==> src/rtl/serial_link_pkg.sv <==
// Shared serial-link definitions: state encoding, default geometry, line levels.
// Used by both the frame transmitter and the matching latch-based receiver.
package serial_link_pkg;

    typedef enum logic [2:0] {
        ST_IDLE   = 3'd0,
        ST_START  = 3'd1,
        ST_DATA   = 3'd2,
        ST_PARITY = 3'd3,
        ST_STOP   = 3'd4
    } state_t;

    localparam int DEFAULT_WIDTH = 8;
    localparam int DEFAULT_DIV   = 4;

    localparam logic LINE_IDLE   = 1'b1;
    localparam logic START_LEVEL = 1'b0;
    localparam logic STOP_LEVEL  = 1'b1;

    // Even parity of a word of up to 16 bits (zero-extend narrower words).
    function automatic logic even_parity16(input logic [15:0] word);
        return ^word;
    endfunction

endpackage

==> src/rtl/serial_frame_tx_if.sv <==
// Word-in / serial-out link bundle between a word source and serial_frame_tx.
// master = word source, slave = transmitter.
interface serial_frame_tx_if
    import serial_link_pkg::*;
#(
    parameter int WIDTH = DEFAULT_WIDTH
);
    logic             Load;
    logic [WIDTH-1:0] Data;
    logic             Ready;
    logic             SerOut;
    logic             Gate;

    modport master (
        output Load,
        output Data,
        input  Ready,
        input  SerOut,
        input  Gate
    );

    modport slave (
        input  Load,
        input  Data,
        output Ready,
        output SerOut,
        output Gate
    );
endinterface

==> src/rtl/serial_tx_baud.sv <==
// Bit-period divider: counts 0..DIV-1 while a frame runs, flags bit end and mid-bit.
// Latency: counter is 0 in the first cycle after clear; no backpressure.
// Held at zero while idle; wraps DIV-1 -> 0.
module serial_tx_baud #(
    parameter int DIV = 4
) (
    input  logic clk,
    input  logic resetn,
    input  logic clear,
    input  logic run,
    output logic bit_end,
    output logic bit_mid,
    output logic mid_next
);
    localparam int CW = (DIV > 1) ? $clog2(DIV) : 1;
    localparam logic [CW-1:0] CNT_LAST = CW'(DIV - 1);
    localparam logic [CW-1:0] CNT_MID  = CW'(DIV / 2);
    localparam logic [CW-1:0] CNT_PRE  = CW'(DIV / 2 - 1);

    logic [CW-1:0] cnt;

    always_ff @(posedge clk) begin
        if (!resetn || clear || !run) begin
            cnt <= '0;
        end else if (cnt == CNT_LAST) begin
            cnt <= '0;
        end else begin
            cnt <= cnt + CW'(1);
        end
    end

    assign bit_end  = (cnt == CNT_LAST);
    assign bit_mid  = (cnt == CNT_MID);
    // One cycle ahead of bit_mid, so a registered strobe lands on the centre.
    assign mid_next = (cnt == CNT_PRE);

endmodule

==> src/rtl/serial_frame_tx.sv <==
// Parallel-to-serial frame transmitter (start, LSB-first data, optional parity, stop) with mid-bit Gate.
// Latency: SerOut goes to start level the cycle after Load is accepted; frame is (WIDTH+2[+1])*DIV cycles.
// Backpressure: Load is honoured only while Ready=1; parity bit enabled by SERIAL_TX_PARITY_EN.
module serial_frame_tx
    import serial_link_pkg::*;
#(
    parameter int WIDTH = DEFAULT_WIDTH,
    parameter int DIV   = DEFAULT_DIV
) (
    input  logic             Clk,
    input  logic             Resetn,
    serial_frame_tx_if.slave link
);
    localparam int BW = $clog2(WIDTH + 1);
    localparam logic [BW-1:0] LAST_BIT = BW'(WIDTH - 1);

    state_t           state;
    logic [WIDTH-1:0] shift_reg;
    logic [BW-1:0]    bit_cnt;
    logic             ser_out;
    logic             ready;
    logic             gate;
`ifdef SERIAL_TX_PARITY_EN
    logic             parity_bit;
`endif

    logic accept;
    logic in_bit;
    logic bit_end;
    logic bit_mid;
    logic mid_next;

    assign accept = (state == ST_IDLE) && link.Load;
    assign in_bit = (state == ST_DATA) || (state == ST_PARITY);

    serial_tx_baud #(
        .DIV (DIV)
    ) u_baud (
        .clk      (Clk),
        .resetn   (Resetn),
        .clear    (accept),
        .run      (state != ST_IDLE),
        .bit_end  (bit_end),
        .bit_mid  (bit_mid),
        .mid_next (mid_next)
    );

    always_ff @(posedge Clk) begin
        if (!Resetn) begin
            state      <= ST_IDLE;
            shift_reg  <= '0;
            bit_cnt    <= '0;
            ser_out    <= LINE_IDLE;
            ready      <= 1'b1;
            gate       <= 1'b0;
`ifdef SERIAL_TX_PARITY_EN
            parity_bit <= 1'b0;
`endif
        end else begin
            gate <= in_bit && mid_next;
            case (state)
                ST_IDLE: begin
                    if (link.Load) begin
                        shift_reg  <= link.Data;
                        bit_cnt    <= '0;
                        ser_out    <= START_LEVEL;
                        ready      <= 1'b0;
                        state      <= ST_START;
`ifdef SERIAL_TX_PARITY_EN
                        parity_bit <= even_parity16(16'(link.Data));
`endif
                    end
                end
                ST_START: begin
                    if (bit_end) begin
                        ser_out <= shift_reg[0];
                        state   <= ST_DATA;
                    end
                end
                ST_DATA: begin
                    if (bit_end) begin
                        shift_reg <= shift_reg >> 1;
                        if (bit_cnt == LAST_BIT) begin
                            bit_cnt <= '0;
`ifdef SERIAL_TX_PARITY_EN
                            ser_out <= parity_bit;
                            state   <= ST_PARITY;
`else
                            ser_out <= STOP_LEVEL;
                            state   <= ST_STOP;
`endif
                        end else begin
                            // Next bit is already sitting one place up in the register.
                            bit_cnt <= bit_cnt + BW'(1);
                            ser_out <= shift_reg[1];
                        end
                    end
                end
`ifdef SERIAL_TX_PARITY_EN
                ST_PARITY: begin
                    if (bit_end) begin
                        ser_out <= STOP_LEVEL;
                        state   <= ST_STOP;
                    end
                end
`endif
                ST_STOP: begin
                    if (bit_end) begin
                        ser_out <= LINE_IDLE;
                        ready   <= 1'b1;
                        state   <= ST_IDLE;
                    end
                end
                default: begin
                    ser_out <= LINE_IDLE;
                    ready   <= 1'b1;
                    state   <= ST_IDLE;
                end
            endcase
        end
    end

    assign link.Ready  = ready;
    assign link.SerOut = ser_out;
    assign link.Gate   = gate;

    // The capture strobe must coincide with the divider's centre count.
    gate_on_centre: assert property (@(posedge Clk) disable iff (!Resetn) gate |-> bit_mid);

endmodule

==> src/flat_wrapper.sv <==
// flat-port wrapper written by rule: the top's interface ports become plain ports
module serial_frame_tx_flat import serial_link_pkg::*;
#(
    parameter int WIDTH = DEFAULT_WIDTH,
    parameter int DIV   = DEFAULT_DIV
)
  (Clk, Resetn, link_Load, link_Data, link_Ready, link_SerOut, link_Gate);
  serial_frame_tx_if #(.WIDTH(WIDTH)) link_i ();
  input  logic Clk;
  input  logic Resetn;
  input wire logic [$bits(link_i.Load)-1:0] link_Load;
  input wire logic [$bits(link_i.Data)-1:0] link_Data;
  output wire logic [$bits(link_i.Ready)-1:0] link_Ready;
  output wire logic [$bits(link_i.SerOut)-1:0] link_SerOut;
  output wire logic [$bits(link_i.Gate)-1:0] link_Gate;
  assign link_i.Load = link_Load;
  assign link_i.Data = link_Data;
  assign link_Ready = link_i.Ready;
  assign link_SerOut = link_i.SerOut;
  assign link_Gate = link_i.Gate;
  serial_frame_tx #(.WIDTH(WIDTH), .DIV(DIV)) u_core (.Clk(Clk), .Resetn(Resetn), .link(link_i));
endmodule
==> config.mk <==
export PLATFORM = sky130hd
export DESIGN_NAME = serial_frame_tx_flat
export DESIGN_NICKNAME = d
export VERILOG_FILES = /design/src/rtl/serial_link_pkg.sv /design/src/rtl/serial_frame_tx_if.sv /design/src/rtl/serial_tx_baud.sv /design/src/rtl/serial_frame_tx.sv /design/src/flat_wrapper.sv
export SDC_FILE = /design/constraint.sdc
export NUM_CORES = 1
export LEC_CHECK = 0
export CAP_MARGIN = 5
export CORE_ASPECT_RATIO = 1.2
export CORE_MARGIN = 2
export CORE_UTILIZATION = 36
export CTS_BUF_LIST = sky130_fd_sc_hd__clkbuf_8
export CTS_CLUSTER_DIAMETER = 100
export DETAILED_ROUTE_END_ITERATION = 7
export PLACE_DENSITY = 0.65
export SYNTH_ARGS = -nofsm -noshare
export SYNTH_HDL_FRONTEND = slang
export SYNTH_SLANG_ARGS = --single-unit
==> constraint.sdc <==
create_clock -name Clk -period 1.45 [get_ports Clk]
set_input_delay 0.29 -clock Clk [delete_from_list [all_inputs] [get_ports Clk]]
set_output_delay 0.29 -clock Clk [all_outputs]
set_load 0.02 [all_outputs]
==> results of run 1 <==
==> logic make-up (layout without fill, tap and decap cells) <==
group                    count (synthesis)  count (layout)  synth area share (%)
flip-flops                              20              20                  40.6
AND/OR/NAND/NOR                         37              37                  21.3
buffers and inverters                    9              33                  5.20
adder cells (fa/ha/maj)                  3               3                  3.80
AO/OA/AOI/OAI                           26              26                  19.0
multiplexers                            10              10                  10.1
==> Yosys cell counts, drive strengths merged <==
cell,number
dfxtp,20
nand2,13
mux2i,10
o211a,7
o21ai,7
nor2,5
a21boi,4
a21oi,4
buf,4
nand3b,4
nor3,4
ha,3
inv,3
clkbuf,2
nand3,2
nor3b,2
a211oi,1
a41oi,1
and2,1
and3b,1
and4,1
nand4b,1
nor2b,1
nor4,1
o21a,1
o311ai,1
or3,1
==> metal layers <==
metal  track usage [%]  vias up
met2              27.3       12
met3              2.91        5
li1                  -      428
met4              9.02        0
met1              16.2      381
met5                 0        -
==> final cells by class <==
cell class                 instances  area [um2]
tap                               33        41.3
sequential                        20         404
clock buffer                       4        55.1
multi-input combinational         76         552
timing repair buffer              26         234
inverter                           3        11.3
fill                             237        1280
==> critical path: stages (launching register included) <==
cell and delay [ps]:
dfxtp_2 350, ha_4 150, mux2i_2 100, nor3_4 270, buf_4 160, a21boi_1 60
o21a_1 180
==> timing repair <==
action | 4_1_cts | 5_1_grt
buffers inserted | 0 | 1
gates resized for setup | 3 | 8
pin swaps | 0 | 3
setup endpoints to repair | 3 | 12
==> power groups by stage <==
stage	logic, mW	clock network, mW	registers, mW
CTS	0.145	0.443	0.593
finish	0.149	0.429	0.594
detailed placement	0.148	0	0.606
floorplan	0.0736	0	0.609
global placement	0.143	0	0.605
global route	0.164	0.453	0.597
==> path summary, 6_finish.rpt <==
kind,to,slack [ps],cells past startpoint
max reg2reg,u_core.bit_cnt[3]$_SDFFE_PN0P_,80,6
min reg2reg,u_core.bit_cnt[1]$_SDFFE_PN0P_,480,2
max,u_core.bit_cnt[3]$_SDFFE_PN0P_,80,6
min,u_core.state[0]$_SDFFE_PN0P_,430,3
==> cell usage in the layout, fill, tap and decap left out, types with 5 or more instances in the layout <==
master / n
nand2_1: 13
clkdlybuf4s50_1: 9
dfxtp_1: 17
mux2i_1: 9
buf_4: 11
nor2_1: 5
o211a_1: 7
==> impl_metrics.ini, run 1 <==
[outcome]
status = finished, final reports clean

[global_route]
antenna_found_initial = 0
grt_pass1_wl_um = 3480
grt_pass1_vias = 837
track_usage_pct = 15.0
overflow = 0
grt_max_degree = 12

[drt]
drt-met1-wl_um = 913
drtIter0Drc = 9
wl_met3_um = 56
via_per_inst = 5.10
drc = 0
ant_nets = 0
met2_length_um = 996
routed_wl_um = 2020
vias = 826
drt_pass1_iterations = 4
routedWlPerCell_um = 12.5
topRoutingLayerUsed = met4

[worst_setup_path]
crit_arrival_ps = 1530
worstPathRequired_ps = 1610
reg2reg_from = u_core.u_baud.cnt[1]$_SDFF_PP0_
cp-start-kind = flop
startpoint = u_core.u_baud.cnt[1]$_SDFF_PP0_
cp-end-kind = flop
cp_max_fo = 4
setup.worst_path.class = flop to flop

[layout]
final_cells = 162
antennaDiodeCount = 0
fin_util_pct = 50.3
design_area_um2 = 1300
drive_gt1_share_pct = 18.6
areaGrowthSynthToFinish_pct = 31.4
largest_reg_flops = 8
finish.net_count = 144

[sta]
whs_ps = 430
setup_tns_ps = 0
max_slew_margin_pct = 69.5
setup_viol = 0
slew_viol_final = 0
fmax_ghz = 0.731
worstMarginPinSlew_ps = 452
fin_crit_sh_pct = 94.3
period_needed_ps = 1370
fin_skew_ps = 1.15
layout_setup_ws_ps = 82.6
hold_viol = 0

[die]
die_w_um = 51.8
fp.dieH_um = 61.4
design.core.area_um2 = 2580
die-area_um2 = 3180
ioPinCount = 14
num_rows = 20
start_util_pct = 38.3

[yosys]
synth_nets = 119
yosysSeqAreaShare_pct = 40.6
ys_seq_elements = 20
yosysUniqueCellTypes = 31
ys_top_cells_by_area = dfxtp_1 (41%), mux2i_1 (10%), o211a_1 (7.1%), nand2_1 (4.9%), ha_1 (3.8%)
syn_area_per_cell_um2 = 9.40
yosys.area.top_type_share_pct = 40.6
ys_warn_count = 0
synth_top_area_cell = dfxtp_1
synthCells = 105
netlist_area_um2 = 987

[clocking]
htree_levels = 1
clock_sinks = 20
insertion_delay_ps = 260
cts_tree = yes
cts_root_buf = clkbuf_8
clkTransAtPathRegs_ps = 70
clock_path_buffers = 2
postCtsHoldBufs = 0
cts-buffers-inserted = 3

[placement]
preCtsSetupSlack_ps = -208
placed_area_um2 = 1210
place_hpwl_um = 1530
dp.cells = 157
port_buffers = 13
place_congestion = 0.826

[power]
p_sw_share_pct = 23.0
clock_power_share_pct = 36.6
cellPowerDensity_nw_per_um2 = 903
p_comb_share_pct = 12.7
power.total_mw = 1.17
pwr-share-seq_pct = 50.7
p_int_mw = 0.902
p_leak_nw = 0.553
ir_drop_mv = 0.595
switching_power_mw = 0.269

[min_path]
worstHoldStart = link_Load
hold_path.class = input pin to flop

[job]
max_cap_viol_count = 0
(Power assumes the default switching activity.)
==> run 2, diff against run 1 <==
--- a/config.mk
+++ b/config.mk
@@ -13,6 +13,7 @@
 export CTS_CLUSTER_DIAMETER = 100
 export DETAILED_ROUTE_END_ITERATION = 7
 export PLACE_DENSITY = 0.65
+export REMOVE_ABC_BUFFERS = 1
 export SYNTH_ARGS = -nofsm -noshare
 export SYNTH_HDL_FRONTEND = slang
 export SYNTH_SLANG_ARGS = --single-unit
==> run 2 against run 1 <==
Non-clock buffer count down 4; maximum frequency increased by 0.12%; register-to-register slack is essentially flat.
==> impl_metrics.ini, run 2 (same netlist as run 1, synthesis figures left out) <==
[min_path]
hold_path.class = flop to flop

[global_route]
grt_pass1_vias = 752
antenna_found_initial = 0
overflow = 0
grt_pass1_wl_um = 3260
track_usage_pct = 13.8
grt_max_degree = 19

[worst_setup_path]
worstReg2RegEnd = u_core.bit_cnt[3]$_SDFFE_PN0P_
cp_max_fo = 3
reg2reg_from = u_core.bit_cnt[0]$_SDFFE_PN0P_
worstPathRequired_ps = 1600
critPathCapture = u_core.bit_cnt[2]$_SDFFE_PN0P_
setup.worst_path.class = input pin to flop
cp-end-kind = flop
crit_arrival_ps = 1520
cp_num_cells = 5
critPathSlowestCell = clkdlybuf4s50_1
startpoint = link_Load
critPathTopFamily = buffers and inverters
path_cells = clkdlybuf4s50_1, mux2i_4, or3_1, o21ai_1, a21boi_1
cpPeakStageDelay_ps = 550
worst-r2r-setup-slack_ps = 90
cp-start-kind = input pin
path_buf_inv = 1
r2r_cells = 5

[layout]
layout_common_cells = dfxtp_1 (19), nand2_1 (13), clkdlybuf4s50_1 (10), mux2i_1 (9), buf_4 (8)
finish.net_count = 140
drive_gt1_share_pct = 14.4
areaGrowthSynthToFinish_pct = 28.3
mostFrequentLayoutCell = dfxtp_1
design_area_um2 = 1270
seq_area_um2 = 402
multi_input_area_um2 = 551
largest_reg_flops = 8
fillers = 251
antennaDiodeCount = 0

[drt]
drtIter0Drc = 5
routedWlPerCell_um = 11.4
routed_wl_um = 1810
via_per_inst = 5.23
drt_pass1_iterations = 4
ant_nets = 0
vias = 827
drc = 0

[die]
ioPinCount = 14
design.core.area_um2 = 2580
start_util_pct = 38.3
fp.dieH_um = 61.4
die-area_um2 = 3180
num_rows = 20
die_w_um = 51.8

[clocking]
clock_path_buffers = 2
cts_root_buf = clkbuf_8
insertion_delay_ps = 250
cts-buffers-inserted = 3
htree_levels = 1
clock_sinks = 20
clkTransAtPathRegs_ps = 70
postCtsHoldBufs = 0
cts_tree = yes

[power]
p_int_mw = 0.898
switching_power_mw = 0.256
ir_drop_mv = 0.748
cellPowerDensity_nw_per_um2 = 911
power.total_mw = 1.15
p_leak_nw = 0.523
pwr-share-seq_pct = 51.3
p_comb_share_pct = 12.4
clock_power_share_pct = 36.3
p_sw_share_pct = 22.2

[sta]
fin_skew_ps = 1.51
fmax_ghz = 0.732
hold_viol = 0
rsz0062_at_grt = no
period_needed_ps = 1370
worstMarginPinSlew_ps = 495
fin_crit_sh_pct = 94.2
max_slew_margin_pct = 66.6
slew_viol_final = 0
setup_viol = 0

[placement]
port_buffers = 13
placed_area_um2 = 1200
place_hpwl_um = 1360
place_congestion = 0.759

[job]
max_cap_viol_count = 0

[outcome]
status = finished, final reports clean
==> run 2: cell count changes in the layout (fill, tap and decap cells not counted), sizes merged <==
cell and delta:
clkdlybuf4s50 +1, dlymetal6s2s -1, buf -4
==> run 2: what timing repair did <==
| action | CTS | global route |
|---|---|---|
| setup buffers | 0 | 0 |
| gates cloned | 0 | 0 |
| resized for setup | 3 | 5 |
| setup endpoints to repair | 3 | 11 |
| pin swaps | 0 | 1 |
| endpoints found under the hold margin | 0 | 0 |
==> run 2: worst min-delay path by stage <==
| stage | from | endpoint | slack, ps | depth (start not counted) |
|---|---|---|---|---|
| 6_report | u_core.shift_reg[7]$_SDFFE_PN0P_ | u_core.shift_reg[7]$_SDFFE_PN0P_ | 470 | 2 |
| 5_1_grt | u_core.shift_reg[7]$_SDFFE_PN0P_ | u_core.shift_reg[7]$_SDFFE_PN0P_ | 500 | 2 |
| 4_1_cts | u_core.shift_reg[7]$_SDFFE_PN0P_ | u_core.shift_reg[7]$_SDFFE_PN0P_ | 470 | 2 |
| 3_5_place_dp | u_core.shift_reg[7]$_SDFFE_PN0P_ | u_core.shift_reg[7]$_SDFFE_PN0P_ | 460 | 2 |
| 3_3_place_gp | u_core.shift_reg[7]$_SDFFE_PN0P_ | u_core.shift_reg[7]$_SDFFE_PN0P_ | 460 | 2 |
| 2_1_floorplan | Resetn | u_core.link.Ready$_SDFFE_PN1P_ | 370 | 1 |
==> run 2: final cells by class <==
| cell class | instances | area share (%) |
|---|---|---|
| inverters | 3 | 0.889 |
| repair buffers | 22 | 16.3 |
| clock buffers | 4 | 4.35 |
| flip-flops and latches | 20 | 31.7 |
| well taps | 33 | 3.26 |
| multi-input cells | 76 | 43.5 |
==> run 2: power groups by stage <==
stage / logic, mW / registers (mW) / clock network [mW]
3_3_place_gp: 0.142 / 0.604 / 0
5_1_grt: 0.158 / 0.596 / 0.451
6_report: 0.143 / 0.592 / 0.419
3_5_place_dp: 0.146 / 0.605 / 0
2_1_floorplan: 0.0602 / 0.613 / 0
4_1_cts: 0.142 / 0.592 / 0.435
==> run 2: routing by layer <==
layer	share of wire (%)	track usage [%]	wire length (um)	vias up
li1	-	-	-	422
met1	43	16.3	773	380
met2	51	24.0	921	21
met3	4.3	1.46	78	4
met4	1.9	9.02	34	0
met5	0	0	0	-
==> run 2: through the flow <==
stage | cells | TNS, ps | setup slack (ps) | hold slack, ps | utilization (%)
5_1_grt | 158 | 0 | 7.79 | 497 | 49.1
3_3_place_gp | 154 | -1960 | -180 | 461 | 46.5
3_5_place_dp | 154 | -2140 | -207 | 464 | 46.5
2_1_floorplan | 99 | -2990 | -300 | 370 | -
4_1_cts | 158 | 0 | 23.9 | 475 | 48.5
6_report | 158 | 0 | 84.3 | 470 | 49.1
==> run 2: worst register-to-register path: cells and delay by family, from the launching register on <==
kind / cells / cell delay (ps)
flops: 1 / 340
fa+ha+maj: 1 / 240
compound gates: 1 / 130
simple gates: 3 / 600
